==> config.mk <==
export PLATFORM = sky130hd
export DESIGN_NAME = fifo_burst_reader
export DESIGN_NICKNAME = d
export VERILOG_FILES = /design/src/rtl/fifo_burst_reader.sv
export SDC_FILE = /design/constraint.sdc
export NUM_CORES = 1
export LEC_CHECK = 0
export CAP_MARGIN = 20
export CORE_ASPECT_RATIO = 1.2
export CORE_MARGIN = 3
export CORE_UTILIZATION = 30
export DETAILED_ROUTE_END_ITERATION = 6
export PLACE_DENSITY_LB_ADDON = 0.15
export SLEW_MARGIN = 0
export SYNTH_ARGS = -nofsm -noshare
export SYNTH_HDL_FRONTEND = slang
export SYNTH_SLANG_ARGS = --single-unit
==> constraint.sdc <==
create_clock -name clk -period 1.6 [get_ports clk]
set_input_delay 0.32 -clock clk [delete_from_list [all_inputs] [get_ports clk]]
set_output_delay 0.32 -clock clk [all_outputs]
set_load 0.03 [all_outputs]
==> src/rtl/fifo_burst_reader.sv <==
// fifo_burst_reader
//   Read-side consumer for the dual-clock FIFO. Pops words from the FIFO and
//   repackages them into fixed bursts of BURST_LEN words on a registered
//   valid/ready output. A flush request drains the FIFO completely and pads
//   the final partial burst with PAD_VALUE up to full length.
//
// Parameters
//   DATASIZE  : word width, must match the FIFO
//   BURST_LEN : words per burst (>= 2, <= FIFO ALMOST_GAP + 1)
//   PAD_VALUE : data emitted in pad slots
//
// Ports
//   clk               in  : FIFO read clock
//   rst_n             in  : asynchronous active-low reset
//   fifo_rdata        in  : FIFO head word, valid while fifo_rempty = 0
//   fifo_rempty       in  : FIFO empty (registered by the FIFO)
//   fifo_almost_empty in  : FIFO holds <= ALMOST_GAP words
//   fifo_rinc         out : pop FIFO head this cycle (combinational)
//   flush             in  : one-cycle drain request
//   out_valid         out : output word valid
//   out_data          out : output word
//   out_last          out : final word of a burst (qualified by out_valid)
//   out_pad           out : word is padding (qualified by out_valid)
//   out_ready         in  : downstream accepts the word when out_valid = 1
//   busy              out : burst in progress or output word pending
//   flush_done        out : one-cycle pulse when a flush has completed
module fifo_burst_reader #(
    parameter int unsigned          DATASIZE  = 8,
    parameter int unsigned          BURST_LEN = 4,
    parameter logic [DATASIZE-1:0]  PAD_VALUE = '0
) (
    input  logic                clk,
    input  logic                rst_n,
    input  logic [DATASIZE-1:0] fifo_rdata,
    input  logic                fifo_rempty,
    input  logic                fifo_almost_empty,
    output logic                fifo_rinc,
    input  logic                flush,
    output logic                out_valid,
    output logic [DATASIZE-1:0] out_data,
    output logic                out_last,
    output logic                out_pad,
    input  logic                out_ready,
    output logic                busy,
    output logic                flush_done
);

    localparam int unsigned IDXW = $clog2(BURST_LEN);
    localparam logic [IDXW-1:0] LAST_IDX = IDXW'(BURST_LEN - 1);

    typedef enum logic {
        IDLE,
        BURST
    } state_e;

    state_e              state_q, state_d;
    logic [IDXW-1:0]     idx_q, idx_d;
    logic                pend_q, pend_d;
    logic                valid_q, valid_d;
    logic [DATASIZE-1:0] data_q, data_d;
    logic                last_q, last_d;
    logic                pad_q, pad_d;

    logic slot;
    logic load;
    logic rinc;
    logic done;

    always_ff @(posedge clk or negedge rst_n) begin
        if (!rst_n) begin
            state_q <= IDLE;
            idx_q   <= '0;
            pend_q  <= 1'b0;
            valid_q <= 1'b0;
            data_q  <= '0;
            last_q  <= 1'b0;
            pad_q   <= 1'b0;
        end else begin
            state_q <= state_d;
            idx_q   <= idx_d;
            pend_q  <= pend_d;
            valid_q <= valid_d;
            data_q  <= data_d;
            last_q  <= last_d;
            pad_q   <= pad_d;
        end
    end

    always_comb begin
        state_d = state_q;
        idx_d   = idx_q;
        data_d  = data_q;
        last_d  = last_q;
        pad_d   = pad_q;
        slot    = !valid_q || out_ready;
        load    = 1'b0;
        rinc    = 1'b0;
        done    = 1'b0;

        case (state_q)
            IDLE: begin
                if (!fifo_almost_empty || (pend_q && !fifo_rempty)) begin
                    state_d = BURST;
                    idx_d   = '0;
                end else if (pend_q && fifo_rempty && !valid_q) begin
                    done = 1'b1;
                end
            end
            BURST: begin
                if (slot) begin
                    if (!fifo_rempty) begin
                        rinc   = 1'b1;
                        load   = 1'b1;
                        data_d = fifo_rdata;
                        pad_d  = 1'b0;
                    end else if (pend_q) begin
                        load   = 1'b1;
                        data_d = PAD_VALUE;
                        pad_d  = 1'b1;
                    end
                    // Empty FIFO without a pending flush: stall with idx held.
                end
                if (load) begin
                    last_d = (idx_q == LAST_IDX);
                    if (idx_q == LAST_IDX) begin
                        state_d = IDLE;
                        idx_d   = '0;
                    end else begin
                        idx_d = idx_q + IDXW'(1);
                    end
                end
            end
            default: state_d = IDLE;
        endcase

        if (load) begin
            valid_d = 1'b1;
        end else if (out_ready) begin
            valid_d = 1'b0;
        end else begin
            valid_d = valid_q;
        end

        // A new flush request wins over the clear from a completing flush.
        if (flush) begin
            pend_d = 1'b1;
        end else if (done) begin
            pend_d = 1'b0;
        end else begin
            pend_d = pend_q;
        end
    end

    assign fifo_rinc  = rinc;
    assign out_valid  = valid_q;
    assign out_data   = data_q;
    assign out_last   = last_q;
    assign out_pad    = pad_q;
    assign busy       = (state_q == BURST) || valid_q;
    assign flush_done = done;

endmodule

# Yosys cells after proc, flatten, opt, wreduce, memory -nomap -nowiden
# Index checks and enable logic that the tools add are counted.
[totals]
reg_bits = 15
elab_cells = 54
in_bits = 14
[op_classes]
n_bitwise = 1
n_addsub = 1
n_reduce_logical = 14
eq_ne = 4
n_mux = 27
[ops]
columns = ["op", "n"]
rows = [
  ["$mux 1", 20],
  ["$mux 8", 2],
  ["$mux 2", 3],
  ["$ne 2x1->1 const B", 2],
  ["$pmux 2 s2", 1],
  ["$reduce_and 2->1", 2],
  ["$reduce_bool 2->1", 2],
  ["$logic_and 1x1->1", 3],
  ["$logic_not 1->1", 3],
  ["$logic_or 1x1->1", 3],
  ["$reduce_and 3->1", 1],
  ["$add 2x1->2 const B", 1],
  ["$eq 2x2->1 const B", 1],
  ["$ne 2x2->1 const B", 1],
  ["$pmux 1 s2", 1],
  ["$not 1->1", 1],
]

# Depth between registers and ports, before layout
[depth]
depth_word = 7
ltp_mapped = 4
depth_no_buf = 3

# Worst setup path before layout
# No wires, ideal clock.
[synth_path]
kind = "register to output"
from = "register valid_q, in the netlist out_valid"
to = "output port fifo_rinc"
t_arrival_ps = 1204
t_required_ps = 1280
slack_ps = 76
stages_incl_launch_ff = 3
path_cell_list = "dfrtp_1 nor2b_4 nor3b_4"
[synth_between]
elab_chain_len = 4
[synth_rtl]
columns = ["element", "line", "source"]
rows = [
  ["start, declared", "59", "logic valid_q, valid_d;"],
  ["start signal, assigned", "82", "valid_q <= valid_d;"],
  ["$logic_not 1->1", "95", "slot = !valid_q || out_ready;"],
  ["$logic_or 1x1->1", "95", ""],
  ["$mux 1", "110", "if (slot) begin"],
  ["$mux 1", "100", "case (state_q)"],
  ["end, declared", "37", "output logic fifo_rinc,"],
]
# No other way between the ends.

# Worst setup path after layout
# Same ends and word-level chain as after synthesis.

==> metrics.txt <==
status complete, no violations; Max clock buf depth 2; CTS tree done; final worst slack 51.0 ps; # diodes 0; Fin. Hold Viols 0; # hold bufs at CTS 0; layout cell share with drive strength beyond 1 31.6%; # clock sinks 15; die area 2890 µm²; via/cell ratio 4.47; Final setup viols 0; critical path endpoint category output port; min cycle time layout 1550 ps; Syn Area/Cell 12.9 µm²; Crit path required time 1280 ps; global placement routability congestion 0.712; FF-to-FF Start out_valid$_DFFE_PN0P_; DR DRC count 0; Setup Skew 2.19 ps; gr ovfl total 0; Initial Util 32.3%; Final Max Tran Viols 0; synth unique cells 23; HP Class in2async; post-DR wirelength/cell 12.2 µm; largest net degree at the start of global routing 16; global-route wire length before repair 2.45 mm; fin nets 111; Routed WL 1.52 mm; H-tree levels 1; #FFs+latches synth 15; fmax 646 MHz; initial antenna violation count 0; Worst-path clk slew 90 ps; Lkg Pwr 0.534 nW; Seq/Total Area, Yosys 54.8%; Die Y 58.3 µm; Core ar. 2120 µm²; most common cell in the netlist dfrtp_1; R2R setup slack 280 ps; Yosys top cell area share 54.8%; Detailed Routing Iterations Pass 1 4; Synth area leaders dfrtp_1 55%, a22o_1 10%, mux2_4 4.4%; Least-Margin Pin Slew 304 ps; initial DRC count 3; Max Cap Viol 0; CP Class reg2out; Die Width 49.6 µm; Worst Path Max Fanout 4; prevailing post-synth register cell dfrtp_1; final instance area 1090 µm²; Mapped Nets 68; Arrival @ worst endpoint 1230 ps; worst r2r dst out_data[6]$_DFFE_PN0P_; cells on worst reg2reg path 5; mapped cell area 684 µm²; RSZ-0062 raised after global routing true; DP Wirelength 1.09 mm; via count 559; PD cells 1520 nW/µm²; Port-buffer cells 27; Detail Route Antenna Nets 0; Yosys top cell by area dfrtp_1; Max VDD drop 774 µV; post-synthesis cell count 53; pre-CTS setup slack -91.8 ps; row count 18; fin util 51.5%; Fin Setup TNS 0 ps; Startpoint Class flop; area delta synth->final 59.4%; vias in the first global route 550; Tcrit/Tclk final 96.8%; EDFF count, synth 0; asr flop ratio synth 100%; Area after DPL 1030 µm²; Post-synth top cells 15 x dfrtp_1, 8 x a22o_1, 4 x nand2_1, 4 x nor2_1; Root Driver clkbuf_4; GRT Util Overall 11.3%; CTS buffer count 3; synth warn 0; relative slew slack 79.8%; Worst-Skew Late Latency 270 ps; CP Launch Point out_valid$_DFFE_PN0P_; # IOs 28
[layout by cell type, fill, tap and decap left out, types with 2 or more instances in the layout]
cell type / n
a22o_1: 8
buf_4: 14
clkbuf_4: 3
clkdlybuf4s50_1: 11
dfrtp_1: 13
dfrtp_2: 2
dlygate4sd2_1: 13
inv_1: 2
mux2_4: 2
nand2_1: 4
nor2_1: 3
[registers in the layout, summed over array words and instances, names as in the netlist]
signal	cells
out_pad	1
out_data	8
idx_q	2
pend_q	1
state_q	1
out_valid	1
out_last	1
[logic make-up (layout without fill, tap and decap cells)]
kind of cell / count (synthesis) / after routing / share of synthesized area [%]
compound gates: 14 / 14 / 16.3
mux: 3 / 3 / 6.03
simple gates: 16 / 16 / 16.6
flops: 15 / 15 / 54.8
fa+ha+maj: 1 / 1 / 1.83
buf+inv: 4 / 46 / 4.39
[timing repair]
item / 4_1_cts / 5_1_grt
gates cloned: 0 / 0
gates resized for setup: 17 / 1
endpoints found under the hold margin: 0 / 0
pin swaps: 0 / 1
endpoints found under the setup margin: 13 / 2
setup buffers: 0 / 7
[power breakdown]
part / switching (mW) / leakage (nW) / internal (mW)
combinational: 0.424 / 0.340 / 0.426
sequential: 0.0849 / 0.179 / 0.508
clock: 0.116 / 0.0150 / 0.0965
[area by class of cell]
class	instances	area, µm²
well taps	30	37.5
clock buffers	4	26.3
fillers	208	1030
inverters	2	7.51
multi-input cells	34	282
flip-flops and latches	15	378
repair buffers	40	360
[worst max-delay path: stages, from the launching register on]
cell and delay [ps]:
dfrtp_2 440, nor2b_4 140, nor3b_4 210, buf_6 160
[per-stage QoR]
step / std cells / hold slack [ps] / power (mW)
2_1_floorplan: 53 / 24.4 / 1.12
3_3_place_gp: 115 / 487 / 1.43
3_5_place_dp: 115 / 492 / 1.44
4_1_cts: 119 / 346 / 1.61
5_1_grt: 125 / 354 / 1.77
6_report: 125 / 350 / 1.66
[worst max-delay path by stage]
stage                              end  slack, ps  depth (start not counted)
5_1_grt                     flush_done        -30                          4
2_1_floorplan                fifo_rinc         80                          2
4_1_cts                      fifo_rinc        -30                          4
3_5_place_dp   out_data[6]$_DFFE_PN0P_        -90                          5
3_3_place_gp   out_data[3]$_DFFE_PN0P_        -60                          5
6_report                     fifo_rinc         50                          3
[metal layers]
layer  GRT usage, %  routed length (µm)  vias up
met2           17.2                 716       20
li1               -                   -      273
met4           7.51                  11        0
met3           4.30                 125        2
met1           13.3                 668      264
met5              0                   0        -
(Power assumes the default switching activity.)
